==> config.mk <==
export PLATFORM = sky130hd
export DESIGN_NAME = apb_slave_ctrl
export DESIGN_NICKNAME = d
export VERILOG_FILES = /design/src/rtl/apb_slave_pkg.sv /design/src/rtl/apb_slave_wait_cnt.sv /design/src/rtl/apb_slave_ctrl.sv
export SDC_FILE = /design/constraint.sdc
export NUM_CORES = 1
export LEC_CHECK = 0
export CORE_MARGIN = 3
export CORE_UTILIZATION = 35
export CTS_CLUSTER_SIZE = 16
export DETAILED_ROUTE_END_ITERATION = 10
export GPL_TIMING_DRIVEN = 1
export PLACE_DENSITY = 0.86
export SLEW_MARGIN = 20
export SYNTH_ARGS = -nofsm -noshare
export SYNTH_HDL_FRONTEND = slang
export SYNTH_SLANG_ARGS = --single-unit
==> constraint.sdc <==
create_clock -name PCLK -period 1.8 [get_ports PCLK]
set_input_delay 0.36 -clock PCLK [delete_from_list [all_inputs] [get_ports PCLK]]
set_output_delay 0.36 -clock PCLK [all_outputs]
set_load 0.02 [all_outputs]
==> src/rtl/apb_slave_pkg.sv <==
// Shared types and helpers for the APB3 slave controller.
package apb_slave_pkg;

    typedef enum logic [0:0] {
        IDLE   = 1'b0,
        ACCESS = 1'b1
    } apb_slv_state_e;

    // Counter width that can hold 0..n, never narrower than one bit.
    function automatic int cnt_width(input int n);
        int w;
        w = $clog2(n + 1);
        return (w < 1) ? 1 : w;
    endfunction

endpackage

==> src/rtl/apb_slave_wait_cnt.sv <==
// Wait-state counter: clearable, enabled, saturating at WAIT_CYCLES with a done flag.
module apb_slave_wait_cnt
    import apb_slave_pkg::*;
#(
    parameter int WAIT_CYCLES = 0
) (
    input  logic clk,
    input  logic rst_n,
    input  logic clear,
    input  logic en,
    output logic done
);

    localparam int CW = cnt_width(WAIT_CYCLES);
    localparam logic [CW-1:0] LIMIT = CW'(WAIT_CYCLES);

    logic [CW-1:0] cnt;

    // NOTE: reset is synchronous, so it is tested inside the clocked block rather than in the sensitivity list.
    always_ff @(posedge clk) begin
        if (!rst_n) begin
            cnt <= '0;
        end else if (clear) begin
            cnt <= '0;
        end else if (en && (cnt != LIMIT)) begin
            cnt <= cnt + 1'b1;
        end
    end

    assign done = (cnt == LIMIT);

endmodule

==> src/rtl/apb_slave_ctrl.sv <==
// APB3 slave protocol controller in front of a word RAM, with configurable wait states.
// Define APB_SLAVE_CTRL_ADDR_WRAP_EN to wrap out-of-range addresses modulo DEPTH instead of erroring.
module apb_slave_ctrl
    import apb_slave_pkg::*;
#(
    parameter int ADDR_WIDTH  = 32,
    parameter int DATA_WIDTH  = 32,
    parameter int DEPTH       = 16,
    parameter int WAIT_CYCLES = 0
) (
    input  logic                  PCLK,
    input  logic                  PRESETn,
    input  logic                  PSEL,
    input  logic                  PENABLE,
    input  logic                  PWRITE,
    input  logic [ADDR_WIDTH-1:0] PADDR,
    input  logic [DATA_WIDTH-1:0] PWDATA,
    output logic [DATA_WIDTH-1:0] PRDATA,
    output logic                  PREADY,
    output logic                  PSLVERR,
    output logic                  ram_en,
    output logic [ADDR_WIDTH-1:0] ram_addr,
    output logic [DATA_WIDTH-1:0] ram_wdata,
    input  logic [DATA_WIDTH-1:0] ram_rdata
);

    apb_slv_state_e        state_q, state_d;
    logic                  write_q;
    logic                  err_q;
    logic [ADDR_WIDTH-1:0] addr_q;
    logic [DATA_WIDTH-1:0] wdata_q;

    logic setup;
    logic addr_err;
    logic cnt_clear;
    logic cnt_en;
    logic cnt_done;

    assign setup = PSEL && !PENABLE;

`ifdef APB_SLAVE_CTRL_ADDR_WRAP_EN
    localparam int IDX_W = (DEPTH > 1) ? $clog2(DEPTH) : 1;
    assign addr_err = 1'b0;
    assign ram_addr = {{(ADDR_WIDTH - IDX_W){1'b0}}, addr_q[IDX_W-1:0]};
`else
    assign addr_err = (PADDR >= ADDR_WIDTH'(DEPTH));
    assign ram_addr = addr_q;
`endif

    always_ff @(posedge PCLK) begin
        if (!PRESETn) begin
            state_q <= IDLE;
            write_q <= 1'b0;
            err_q   <= 1'b0;
            addr_q  <= '0;
            wdata_q <= '0;
        end else begin
            state_q <= state_d;
            if ((state_q == IDLE) && setup) begin
                write_q <= PWRITE;
                err_q   <= addr_err;
                addr_q  <= PADDR;
                wdata_q <= PWDATA;
            end
        end
    end

    // NOTE: every output of this block gets a default first, so no path can infer a latch.
    always_comb begin
        state_d   = state_q;
        cnt_clear = 1'b0;
        cnt_en    = 1'b0;
        unique case (state_q)
            IDLE: begin
                cnt_clear = 1'b1;
                if (setup) begin
                    state_d = ACCESS;
                end
            end
            ACCESS: begin
                if (!PSEL || cnt_done) begin
                    state_d = IDLE;
                end else begin
                    cnt_en = PENABLE;
                end
            end
            default: state_d = IDLE;
        endcase
    end

    apb_slave_wait_cnt #(
        .WAIT_CYCLES (WAIT_CYCLES)
    ) u_wait_cnt (
        .clk   (PCLK),
        .rst_n (PRESETn),
        .clear (cnt_clear),
        .en    (cnt_en),
        .done  (cnt_done)
    );

    // A dropped PSEL means the master abandoned the transfer, so it can never complete.
    assign PREADY    = PRESETn && (state_q == ACCESS) && PSEL && cnt_done;
    assign PSLVERR   = PREADY && err_q;
    assign ram_en    = PREADY && write_q && !err_q;
    assign PRDATA    = (PREADY && !write_q && !err_q) ? ram_rdata : '0;
    assign ram_wdata = wdata_q;

endmodule

[Word level (Yosys, flattened, before mapping)]
Cells that the tools add are included.
Widths: inputs -> output; s select.
Word-level totals
  register bits after elaboration: 68
  word-level logic and storage cells: 33
  output and inout bits: 99
Cells by class
  bitwise operators: 2
  add/sub/neg operators: 1
  reductions and logical operators: 17
  multiplexer cells: 6
  magnitude comparators: 1
Operator list (count)
  $ge 32x5->1 const B: 1
  $mux 32: 1
  $logic_and 1x1->1: 11
  $logic_not 1->1: 4
  $mux 1: 4
  $not 1->1: 2
  $pmux 1 s2: 1
  $reduce_and 2->1: 1
  $add 1x1->1 const B: 1
  $logic_or 1x1->1: 1

[Longest topological paths before layout]
Gate-level depths: netlist of run 1.
  depth in word-level cells: 6
  mapped depth: 5

[Hierarchy]
From an unflattened synthesis of run 1, not the netlist that was laid out.
Unflattened totals
  cells, all modules: 343
  area, all modules: 2850.2 sq um
By module, submodules not included
  apb_slave_ctrl: instances 1, cells an instance 340, seq. area each 1341.3 sq um, area each 2813.9 sq um
  apb_slave_wait_cnt: instances 1, cells an instance 3, seq. area each 20.0 sq um, area each 36.3 sq um

[Least setup slack after synthesis of run 1]
No wires, ideal clock.
  path type: register to output
  from: register state_q
  to: output PRDATA[0]
  data required time: 1440 ps
  setup slack: 264 ps
  arrival time: 1176 ps
  path buffers: 1
  stages on the path, launching flop included: 5
  cell sequence: dfxtp_1 nand4b_1 nor3_2 clkbuf_2 and2_1
Between the ends
  word-level cells in the longest chain between the ends: 6
Ends and longest elaborated chain
  start: declaration: RTL line apb_slave_ctrl.sv:27  | apb_slv_state_e state_q, state_d;
  start signal: assignment: RTL line apb_slave_ctrl.sv:58  | state_q <= state_d;
  $logic_and 1x1->1 (3 in series): RTL line apb_slave_ctrl.sv:102  | assign PREADY = PRESETn && (state_q == ACCESS) && PSEL && cnt_done;
  $logic_and 1x1->1 (2 in series): RTL line apb_slave_ctrl.sv:105  | assign PRDATA = (PREADY && !write_q && !err_q) ? ram_rdata : '0;
  $mux 32: RTL line apb_slave_ctrl.sv:105
  end: declaration: RTL line apb_slave_ctrl.sv:18  | output logic [DATA_WIDTH-1:0] PRDATA,
Every way passes these cells.

[Final worst setup path of run 1]
  from: register u_wait_cnt.cnt
  to: output PRDATA[0]
Between the ends
  word-level cells in the longest chain between the ends: 5
Ends and longest elaborated chain
  start: declaration: RTL line apb_slave_wait_cnt.sv:17  | logic [CW-1:0] cnt;
  start signal: assignment: RTL line apb_slave_wait_cnt.sv:26  | cnt <= cnt + 1'b1;
  $not 1->1: RTL line apb_slave_wait_cnt.sv:30  | assign done = (cnt == LIMIT);
  $logic_and 1x1->1: RTL line apb_slave_ctrl.sv:102
  $logic_and 1x1->1 (2 in series): RTL line apb_slave_ctrl.sv:105
  $mux 32: RTL line apb_slave_ctrl.sv:105
Every way passes these cells.

==> tab_implementation.tex, run 1 <==
\begin{tabular}{lr}
\hline
Metric & Value \\
\hline
\multicolumn{2}{l}{\textbf{Route}} \\
Wire length after detailed routing & 10.2 mm \\
Routed via count divided by cell count & $\sim$4.7 \\
Average wire per standard cell & 15.5 µm \\
DR vias & between 3,000 and 4,000 \\
Iteration-0 DRC Markers & 62 \\
DRC violation count after routing & 0 \\
Number of iterations in the first detailed-routing pass & 6 \\
Count of nets left with antenna violations after detail routing & 0 \\
\multicolumn{2}{l}{\textbf{Worst hold path}} \\
WHS Endpoint & ram\_addr[6] \\
Number of instances on the worst hold path & 2 \\
Hold Crit Start & ram\_addr[6] \\
Path type of the worst min-delay path & register to register \\
\multicolumn{2}{l}{\textbf{Timing}} \\
Worst path setup slack after routing & -0.197 ns \\
Unrepaired setup endpoints after global routing & yes \\
Actual slew at the worst max-slew pin & roughly 0.55 ns \\
Worst relative slew slack & between 60\% and 70\% \\
Share of the clock period used by the worst path after layout & 111\% \\
Final min period & approximately 2 ns \\
Count of final hold-check violations & 0 \\
Fin Clk Skew & around 0.007 ns \\
Count of final max-slew check failures & 0 \\
Maximum clock frequency & 501 MHz \\
Setup-failing EPs final & 32 \\
\multicolumn{2}{l}{\textbf{Clock tree}} \\
Clk root buf & clkbuf\_8 \\
Total clock buffers created by CTS & 9 \\
CTS tree & built \\
Clock-pin slew reported for the worst setup and hold paths after clock tree synthesis & about 0.070 ns \\
Insertion delay of the later-clocked pin in the worst-skew pair & 0.33 ns \\
Number of buffers added to fix hold violations after cts & 0 \\
Deepest level of the CTS H-tree & 3 \\
Sink count of the clock tree & 68 \\
Number of buffers on the longest clock path & 2 \\
\multicolumn{2}{l}{\textbf{Setup path}} \\
Worst r2r path cells & 5 \\
Capturing element type of the critical path & output pin \\
FF-to-FF setup slack & approximately 0.30 ns \\
Critical path required time & $\sim$1.4 ns \\
Max FO, Critical Path & 8 \\
Classification of the worst setup path & register to output pin \\
Launching element type of the critical path & register \\
Reg-to-reg endpoint & ram\_addr[21] \\
Critical path data arrival time & about 1.6 ns \\
Reg-to-reg startpoint & state\_q \\
\multicolumn{2}{l}{\textbf{Global route}} \\
Largest net degree at the start of global routing & 69 \\
Global-route usage over all layers & 21.4\% \\
Via count of the first global-routing pass & around 3,100 \\
Number of antenna violations at the first check in global routing & 0 \\
Residual overflow from global routing & 0 \\
First-pass GRT wire length & 15.2 mm \\
\multicolumn{2}{l}{\textbf{Pwr}} \\
Overall power consumption & 3.60 mW \\
Proportion of power drawn by the clock network & between 30\% and 40\% \\
Net load switching power & 0.904 mW \\
Switching share of power & about a quarter \\
Leakage & between 2 and 2.5 nW \\
Peak supply drop & between 0.4 and 0.5 mV \\
Power Dens Cells & approximately 670 nW/µm² \\
Flop pwr share & around 45\% \\
Cell internal pwr & roughly 2.7 mW \\
Portion of total power attributed to combinational logic & between 10\% and 20\% \\
\multicolumn{2}{l}{\textbf{Layout}} \\
Fillers & approximately 640 \\
Fraction of final layout cells with drive strength greater than 1 & 20.4\% \\
ANT cells & 0 \\
FF/Latch Area & $\sim$1400 µm² \\
Number of nets at the end of the flow & approximately 650 \\
Multi-input gate area in the final layout & approximately 1400 µm² \\
Post-synthesis to final-layout area growth & 88.6\% \\
Non-Filler Cell Area, Final & around 5400 µm² \\
\multicolumn{2}{l}{\textbf{Placement}} \\
Dpl cell area & approximately 5000 µm² \\
Routability Congestion & a little over 0.7 \\
\# port buffers & 199 \\
HPWL after detailed placement & about 7.3 mm \\
\multicolumn{2}{l}{\textbf{Yosys}} \\
Dominant combinational cell family by area after synthesis & simple AND/OR/NAND/NOR gates \\
Xor and xnor area share after synthesis & 0\% \\
Post-synthesis simple-gate area fraction & around 29\% \\
Sequential-to-total area share from yosys stat & a little under half \\
Synth Register Bits & 68 \\
Adder-cell share of the synthesized area & 0\% \\
Average cell area after synthesis & $\sim$8.3 µm² \\
Number of different library cells in the post-synthesis netlist & 23 \\
Syn Inst Count & 342 \\
Cell area after synthesis & between 2000 and 3000 µm² \\
Share of synthesized area spent on multiplexers & 0\% \\
Number of warnings reported in the yosys synthesis log & 0 \\
Net count after synthesis & around 440 \\
Post-synthesis compound-gate area fraction & about 18\% \\
\multicolumn{2}{l}{\textbf{Status}} \\
Violated checks & negative setup slack \\
Result of the run & complete, but fails checks \\
\multicolumn{2}{l}{\textbf{Floorplan}} \\
Row count & 32 \\
Die span in x & between 90 and 100 µm \\
Boundary pin count & 200 \\
Placeable core area & $\sim$7800 µm² \\
Effective utilization at floorplan & 36.5\% \\
Height of the die & approximately 96 µm \\
Die outline area & roughly 9300 µm² \\
\multicolumn{2}{l}{\textbf{Run}} \\
Max-cap violations & 0 \\
\hline
\end{tabular}
## area by class of cell
type	count	area share [%]
repair buffers	221	41.8
multi-input cells	249	26.6
flip-flops and latches	68	25.4
clock buffers	12	2.89
well taps	102	2.38
clock inverters	4	0.885
inverters	1	0.0699
## timing repair
| action | CTS | global route |
|---|---|---|
| gates resized for setup | 243 | 13 |
| cloned | 2 | 1 |
| endpoints found under the setup margin | 35 | 35 |
| pin swaps | 18 | 9 |
| setup buffers | 6 | 3 |
## logic make-up after synthesis
logic type	after synthesis
AOI/OAI and AO/OA	67
buffers and inverters	25
DFF	68
and+or+nand+nor	182
## through the flow
stage               cells  TNS (ns)  hold slack (ns)  util, %  setup WS, ns
floorplan             342         0            0.432        -         0.264
global placement      635    -31.14            0.440     63.7        -0.650
finish                657     -5.76            0.454     68.8        -0.197
CTS                   657     -8.34            0.440     69.1        -0.305
detailed placement    635    -33.57            0.445     63.7        -0.690
global route          657     -7.65            0.473     68.8        -0.255
## synth_stat cells
master    count  area (µm²)
nand4_1       2        12.5
clkbuf_2      3        15.0
nor3_2        1        10.0
nor3b_2       1        12.5
or3b_1        1        8.76
inv_1         1        3.75
and2_1       33         206
clkbuf_1      8        30.0
buf_6         5        56.3
buf_4         5        37.5
dfxtp_1      68        1360
a21oi_1       1        5.00
a21boi_0     35         263
nor3_1        1        5.00
nor4_1        7        43.8
nand3_1       1        5.00
nand2_1     131         492
nand4b_1      1        8.76
nor3b_1       1        7.51
nor2b_1       2        12.5
a21boi_1     30         225
buf_2         3        15.0
o221a_2       1        11.3
## critical path, cell delays in order (launching register included)
cell and delay (ns):
dfxtp_2 0.33, nand4b_1 0.24, nor3_4 0.21, buf_4 0.15, buf_6 0.13, and2_4 0.15, buf_6 0.11
## power groups by stage
stage	Sequential, mW	Combinational [mW]	Clock [mW]
2_1_floorplan	1.72	0.185	0
3_3_place_gp	1.64	0.685	0
3_5_place_dp	1.64	0.695	0
4_1_cts	1.61	0.719	1.30
5_1_grt	1.62	0.762	1.38
6_report	1.61	0.712	1.28
## worst max path at each step
stage	cells past startpoint	from	endpoint	slack (ns)
2_1_floorplan	4	state_q	PRDATA[0]	0.26
3_3_place_gp	6	PSEL	PRDATA[4]	-0.65
3_5_place_dp	6	PSEL	PRDATA[12]	-0.69
4_1_cts	7	u_wait_cnt.cnt	PRDATA[24]	-0.30
5_1_grt	6	u_wait_cnt.cnt	PRDATA[25]	-0.25
6_report	6	u_wait_cnt.cnt	PRDATA[0]	-0.20
## per-layer routing
metal / vias to the layer above / global-route usage (%) / routed length, µm
met2: 124 / 41.2 / 5450
met4: 0 / 7.70 / 168
met5: - / 0 / 0
li1: 1524 / - / -
met3: 13 / 7.43 / 1040
met1: 1408 / 20.7 / 3540
## placed cells by master, fill, tap and decap left out, drive strengths merged
| master | n |
|---|---|
| nand4b | 1 |
| clkinv | 2 |
| nand3 | 1 |
| dfxtp | 68 |
| clkdlybuf4s50 | 162 |
| o221a | 1 |
| and2 | 33 |
| or3b | 1 |
| nor3b | 2 |
| nor3 | 2 |
| nor4 | 7 |
| clkinvlp | 1 |
| clkbuf | 12 |
| nor2b | 2 |
| dlygate4sd2 | 1 |
| buf | 58 |
| bufinv | 1 |
| a21boi | 65 |
| inv | 1 |
| nand2 | 131 |
| a21oi | 1 |
| nand4 | 2 |
## state kept, by name, summed over array words and instances, names as in the netlist
| register | flops |
|---|---|
| state_q | 1 |
| u_wait_cnt.cnt | 1 |
| write_q | 1 |
| ram_addr | 32 |
| ram_wdata | 32 |
| err_q | 1 |
Note: power is estimated with default switching activity, not from simulation.
==> run 2: changes to the inputs <==
--- a/config.mk
+++ b/config.mk
@@ -10,6 +10,7 @@
 export CTS_CLUSTER_SIZE = 16
 export DETAILED_ROUTE_END_ITERATION = 10
 export GPL_TIMING_DRIVEN = 1
+export MAX_ROUTING_LAYER = met4
 export PLACE_DENSITY = 0.86
 export SLEW_MARGIN = 20
 export SYNTH_ARGS = -nofsm -noshare
==> tab_implementation.tex, run 2 (synthesis results as in run 1) <==
\begin{tabular}{lr}
\hline
Metric & Value \\
\hline
\multicolumn{2}{l}{\textbf{Setup path}} \\
Ordered list of cells on the worst path & nand4b\_1, nor3\_4, buf\_4, buf\_6, and2\_4, buf\_6 \\
Critical path's most frequent cell & buf\_6 \\
Largest stage delay on the critical path & approximately 0.33 ns \\
Critical path required time & $\sim$1.4 ns \\
Critical path data arrival time & between 1.5 and 2 ns \\
Capturing element type of the critical path & output pin \\
Number of buffers and inverters on the critical path & 3 \\
Max FO, Critical Path & 8 \\
Classification of the worst setup path & register to output pin \\
Family with the most delay on the worst path & simple AND/OR/NAND/NOR gates \\
Launching element type of the critical path & register \\
Cell with the largest stage delay on the worst path & dfxtp\_2 \\
FF-to-FF setup slack & around 0.29 ns \\
\multicolumn{2}{l}{\textbf{Clock tree}} \\
Deepest level of the CTS H-tree & 3 \\
Number of buffers on the longest clock path & 2 \\
Total clock buffers created by CTS & 9 \\
CTS tree & built \\
Clock-pin slew reported for the worst setup and hold paths after clock tree synthesis & 0.07 ns \\
Sink count of the clock tree & $\sim$70 \\
Clk root buf & clkbuf\_8 \\
Insertion delay of the later-clocked pin in the worst-skew pair & $\sim$0.33 ns \\
\multicolumn{2}{l}{\textbf{Timing}} \\
Unrepaired setup endpoints after global routing & yes \\
Share of the clock period used by the worst path after layout & 111\% \\
Count of final max-slew check failures & 0 \\
Count of final hold-check violations & 0 \\
Maximum clock frequency & around 500 MHz \\
Final min period & between 1.5 and 2 ns \\
Setup-failing EPs final & 32 \\
Actual slew at the worst max-slew pin & 0.560 ns \\
Worst path setup slack after routing & -0.193 ns \\
Fin Clk Skew & 0.00686 ns \\
Worst slack on hold paths & between 0.4 and 0.5 ns \\
Worst relative slew slack & 62.7\% \\
\multicolumn{2}{l}{\textbf{Pwr}} \\
Power Dens Cells & around 670 nW/µm² \\
Leakage & 2.08 nW \\
Overall power consumption & 3.60 mW \\
Peak supply drop & 0.471 mV \\
\multicolumn{2}{l}{\textbf{Route}} \\
DRC violation count after routing & 0 \\
Average wire per standard cell & between 15 and 20 µm \\
Routed via count divided by cell count & around 4.7 \\
Iteration-0 DRC Markers & 57 \\
Number of iterations in the first detailed-routing pass & 4 \\
Count of nets left with antenna violations after detail routing & 0 \\
Wire length after detailed routing & around 10 mm \\
DR vias & around 3,000 \\
\multicolumn{2}{l}{\textbf{Floorplan}} \\
Boundary pin count & 200 \\
Height of the die & 96.2 µm \\
Placeable core area & a little under 8000 µm² \\
Die span in x & $\sim$96 µm \\
Die outline area & around 9300 µm² \\
Effective utilization at floorplan & between 30\% and 40\% \\
Row count & 32 \\
\multicolumn{2}{l}{\textbf{Layout}} \\
Most used cells in the layout excluding fill and tap cells & clkdlybuf4s50\_1 (162), nand2\_1 (131), dfxtp\_1 (67) \\
Number of nets at the end of the flow & around 650 \\
Fraction of final layout cells with drive strength greater than 1 & between 20\% and 30\% \\
ANT cells & 0 \\
Post-synthesis to final-layout area growth & 88.6\% \\
Most common cell after layout, fill and taps aside & clkdlybuf4s50\_1 \\
Non-Filler Cell Area, Final & 5370 µm² \\
\multicolumn{2}{l}{\textbf{Global route}} \\
Via count of the first global-routing pass & about 3,100 \\
Residual overflow from global routing & 0 \\
First-pass GRT wire length & 15.1 mm \\
Largest net degree at the start of global routing & between 60 and 70 \\
Global-route usage over all layers & roughly 22\% \\
Number of antenna violations at the first check in global routing & 0 \\
\multicolumn{2}{l}{\textbf{Placement}} \\
HPWL after detailed placement & $\sim$7.3 mm \\
Routability Congestion & approximately 0.73 \\
Post-place setup slack & -0.690 ns \\
Dpl cell area & a little under 5000 µm² \\
\# port buffers & 199 \\
\multicolumn{2}{l}{\textbf{Worst hold path}} \\
Path type of the worst min-delay path & register to register \\
\multicolumn{2}{l}{\textbf{Status}} \\
Violated checks & negative setup slack \\
Result of the run & complete, but fails checks \\
\multicolumn{2}{l}{\textbf{Run}} \\
Max-cap violations & 0 \\
\hline
\end{tabular}
run 2: cell counts in the layout (fill, tap and decap cells not counted):
No cell type changed its count.
run 2: cell type report:
cell class              instances  area (µm²)
inverters                       1        3.75
clock buffers                  12         155
repair buffers                221        2240
fillers                       635        2440
flip-flops and latches         68        1360
well taps                     102         128
clock inverters                 4        47.5
multi-input cells             249        1430
run 2: what timing repair did:
item,4_1_cts,5_1_grt
hold buffers,0,0
endpoints found under the setup margin,35,35
pin swaps,18,9
cloned,2,1
buffers inserted,6,3
resized for setup,243,13
run 2: metal layers:
metal | track usage (%) | part of all wire [%] | up-vias
met2 | 41.2 | 53 | 134
li1 | - | - | 1523
met3 | 6.10 | 9.3 | 13
met1 | 21.5 | 36 | 1410
met4 | 7.70 | 1.7 | 0
met5 | - | 0 | -
run 2: worst paths after layout:
| path | startpoint | to | cells past startpoint |
|---|---|---|---|
| max | u_wait_cnt.cnt | PRDATA[0] | 6 |
| min | ram_addr[6] | ram_addr[6] | 2 |
| max reg2reg | state_q | ram_addr[31] | 5 |
| min reg2reg | ram_addr[6] | ram_addr[6] | 2 |
run 2: where the power goes:
| part | switching [mW] | internal (mW) | leakage (nW) |
|---|---|---|---|
| logic | 0.302 | 0.411 | 1.42 |
| registers | 0.0353 | 1.57 | 0.556 |
| clock network | 0.565 | 0.712 | 0.102 |
run 2: worst reg2reg max path, cell delays in order (launching register included):
cell and delay, ns:
dfxtp_1 0.33, buf_4 0.16, or3b_2 0.51, buf_12 0.22, nand2_1 0.09, a21boi_0 0.08
run 2: stage by stage:
stage | setup TNS (ns) | util (%) | std cells
4_1_cts | -8.34 | 69.1 | 657
3_5_place_dp | -33.57 | 63.7 | 635
3_3_place_gp | -31.14 | 63.7 | 635
2_1_floorplan | 0 | - | 342
6_report | -5.74 | 68.8 | 657
5_1_grt | -7.65 | 68.8 | 657
==> run 3: changes to the inputs <==
--- a/config.mk
+++ b/config.mk
@@ -10,8 +10,11 @@
 export CTS_CLUSTER_SIZE = 16
 export DETAILED_ROUTE_END_ITERATION = 10
 export GPL_TIMING_DRIVEN = 1
+export HOLD_SLACK_MARGIN = 0.05
 export MAX_ROUTING_LAYER = met4
 export PLACE_DENSITY = 0.86
+export RECOVER_POWER = 50
+export SKIP_LAST_GASP = 1
 export SLEW_MARGIN = 20
 export SYNTH_ARGS = -nofsm -noshare
 export SYNTH_HDL_FRONTEND = slang
==> tab_implementation.tex, run 3 (synthesis results as in run 1) <==
\begin{tabular}{lr}
\hline
Metric & Value \\
\hline
\multicolumn{2}{l}{\textbf{Run}} \\
Max-cap violations & 0 \\
\multicolumn{2}{l}{\textbf{Floorplan}} \\
Effective utilization at floorplan & 36.5\% \\
Die outline area & approximately 9000 µm² \\
Height of the die & between 90 and 100 µm \\
Die span in x & a little under 100 µm \\
Boundary pin count & 200 \\
Row count & 32 \\
Placeable core area & between 7000 and 8000 µm² \\
\multicolumn{2}{l}{\textbf{Timing}} \\
Final min period & approximately 2 ns \\
Fin Clk Skew & about 0.0081 ns \\
Actual slew at the worst max-slew pin & between 1 and 1.5 ns \\
Setup-failing EPs final & 32 \\
Maximum clock frequency & just over 500 MHz \\
Worst path setup slack after routing & -0.169 ns \\
Share of the clock period used by the worst path after layout & 109\% \\
Unrepaired setup endpoints after global routing & yes \\
Worst relative slew slack & a little over a quarter \\
Count of final hold-check violations & 0 \\
Sum of negative setup slack & -4.46 ns \\
Count of final max-slew check failures & 0 \\
\multicolumn{2}{l}{\textbf{Layout}} \\
Fillers & between 600 and 700 \\
Number of nets at the end of the flow & approximately 650 \\
Post-synthesis to final-layout area growth & 86.2\% \\
Post-Layout Cell Count & about 650 \\
Most common cell after layout, fill and taps aside & clkdlybuf4s50\_1 \\
Multi-input gate area in the final layout & around 1400 µm² \\
Non-Filler Cell Area, Final & $\sim$5300 µm² \\
FF/Latch Area & about 1400 µm² \\
Most used cells in the layout excluding fill and tap cells & clkdlybuf4s50\_1 (162), nand2\_1 (131), dfxtp\_1 (67) \\
Fraction of final layout cells with drive strength greater than 1 & between 10\% and 20\% \\
ANT cells & 0 \\
\multicolumn{2}{l}{\textbf{Placement}} \\
HPWL after detailed placement & about 7.3 mm \\
Placed insts & approximately 640 \\
Dpl cell area & between 4000 and 5000 µm² \\
\# port buffers & slightly below 200 \\
Routability Congestion & between 0.7 and 0.8 \\
\multicolumn{2}{l}{\textbf{Status}} \\
Result of the run & complete, but fails checks \\
Violated checks & negative setup slack \\
\multicolumn{2}{l}{\textbf{Pwr}} \\
Net load switching power & a little under 0.9 mW \\
Peak supply drop & approximately 0.47 mV \\
Leakage & 2.04 nW \\
Power Dens Cells & around 680 nW/µm² \\
Flop pwr share & between 40\% and 50\% \\
Cell internal pwr & around 2.7 mW \\
Portion of total power attributed to combinational logic & 19.5\% \\
Proportion of power drawn by the clock network & a little over a third \\
Overall power consumption & between 3 and 4 mW \\
Switching share of power & between 20\% and 30\% \\
\multicolumn{2}{l}{\textbf{Route}} \\
Wire length after detailed routing & approximately 9.9 mm \\
DR vias & between 3,000 and 4,000 \\
Count of nets left with antenna violations after detail routing & 0 \\
Iteration-0 DRC Markers & between 60 and 70 \\
DRC violation count after routing & 0 \\
Routed via count divided by cell count & about 4.7 \\
Number of iterations in the first detailed-routing pass & 4 \\
Average wire per standard cell & 15.2 µm \\
\multicolumn{2}{l}{\textbf{Global route}} \\
Residual overflow from global routing & 0 \\
Global-route usage over all layers & between 20 and 25\% \\
Via count of the first global-routing pass & a little over 3,000 \\
First-pass GRT wire length & between 10 and 15 mm \\
Largest net degree at the start of global routing & 69 \\
Number of antenna violations at the first check in global routing & 0 \\
\multicolumn{2}{l}{\textbf{Clock tree}} \\
Clock-pin slew reported for the worst setup and hold paths after clock tree synthesis & 0.07 ns \\
Sink count of the clock tree & 68 \\
Insertion delay of the later-clocked pin in the worst-skew pair & roughly 0.33 ns \\
CTS tree & built \\
Total clock buffers created by CTS & 9 \\
Clk root buf & clkbuf\_8 \\
Number of buffers on the longest clock path & 2 \\
Deepest level of the CTS H-tree & 3 \\
\multicolumn{2}{l}{\textbf{Setup path}} \\
Max FO, Critical Path & 8 \\
Capturing element type of the critical path & output pin \\
Launching element type of the critical path & register \\
Critical path data arrival time & between 1.5 and 2 ns \\
Classification of the worst setup path & register to output pin \\
Critical path required time & around 1.4 ns \\
\multicolumn{2}{l}{\textbf{Worst hold path}} \\
Path type of the worst min-delay path & register to register \\
\hline
\end{tabular}
run 3: power by group through the flow:
stage	Sequential [mW]	Clock, mW	Combinational, mW
floorplan	1.72	0	0.185
CTS	1.61	1.30	0.719
global placement	1.64	0	0.685
detailed placement	1.64	0	0.695
global route	1.62	1.38	0.749
finish	1.61	1.27	0.700
run 3: per-layer routing:
layer  track usage (%)  up-vias  wire length (µm)
met2              40.5      136              5320
li1                  -     1519                 -
met5                 -        -                 0
met4              7.70        0               172
met1              21.4     1430              3530
met3              5.86       13               917
run 3: final cells by class:
class / instances / share of cell area (%)
clock buffers: 12 / 2.93
repair buffers: 218 / 41.3
well taps: 102 / 2.41
clock inverters: 4 / 0.896
multi-input cells: 249 / 26.7
inverters: 1 / 0.0708
flip-flops and latches: 68 / 25.7
run 3: final timing paths:
kind / from / to / slack (ns) / cells after the start
min: ram_wdata[29] / ram_wdata[29] / 0.46 / 2
max reg2reg: state_q / ram_addr[13] / 0.20 / 5
min reg2reg: ram_wdata[29] / ram_wdata[29] / 0.46 / 2
max: u_wait_cnt.cnt / PRDATA[2] / -0.17 / 6
run 3: per-stage QoR:
stage	setup slack [ns]	hold slack (ns)	utilization, %
floorplan	0.264	0.432	-
global placement	-0.650	0.440	63.7
detailed placement	-0.690	0.445	63.7
CTS	-0.305	0.440	69.0
global route	-0.255	0.452	67.9
finish	-0.169	0.459	67.9
run 3: critical path: stages (launching register included):
cell      delay (ns)
dfxtp_2         0.33
nand4b_1        0.24
nor3_4          0.20
buf_6           0.15
buf_8           0.12
and2_4          0.14
buf_6           0.11
run 3: repair_timing:
item | in CTS | in global routing
hold buffers | 0 | 0
pin swaps | 17 | 2
endpoints found under the setup margin | 35 | 35
cloned | 2 | 0
buffers inserted | 6 | 1
resized for setup | 241 | 6
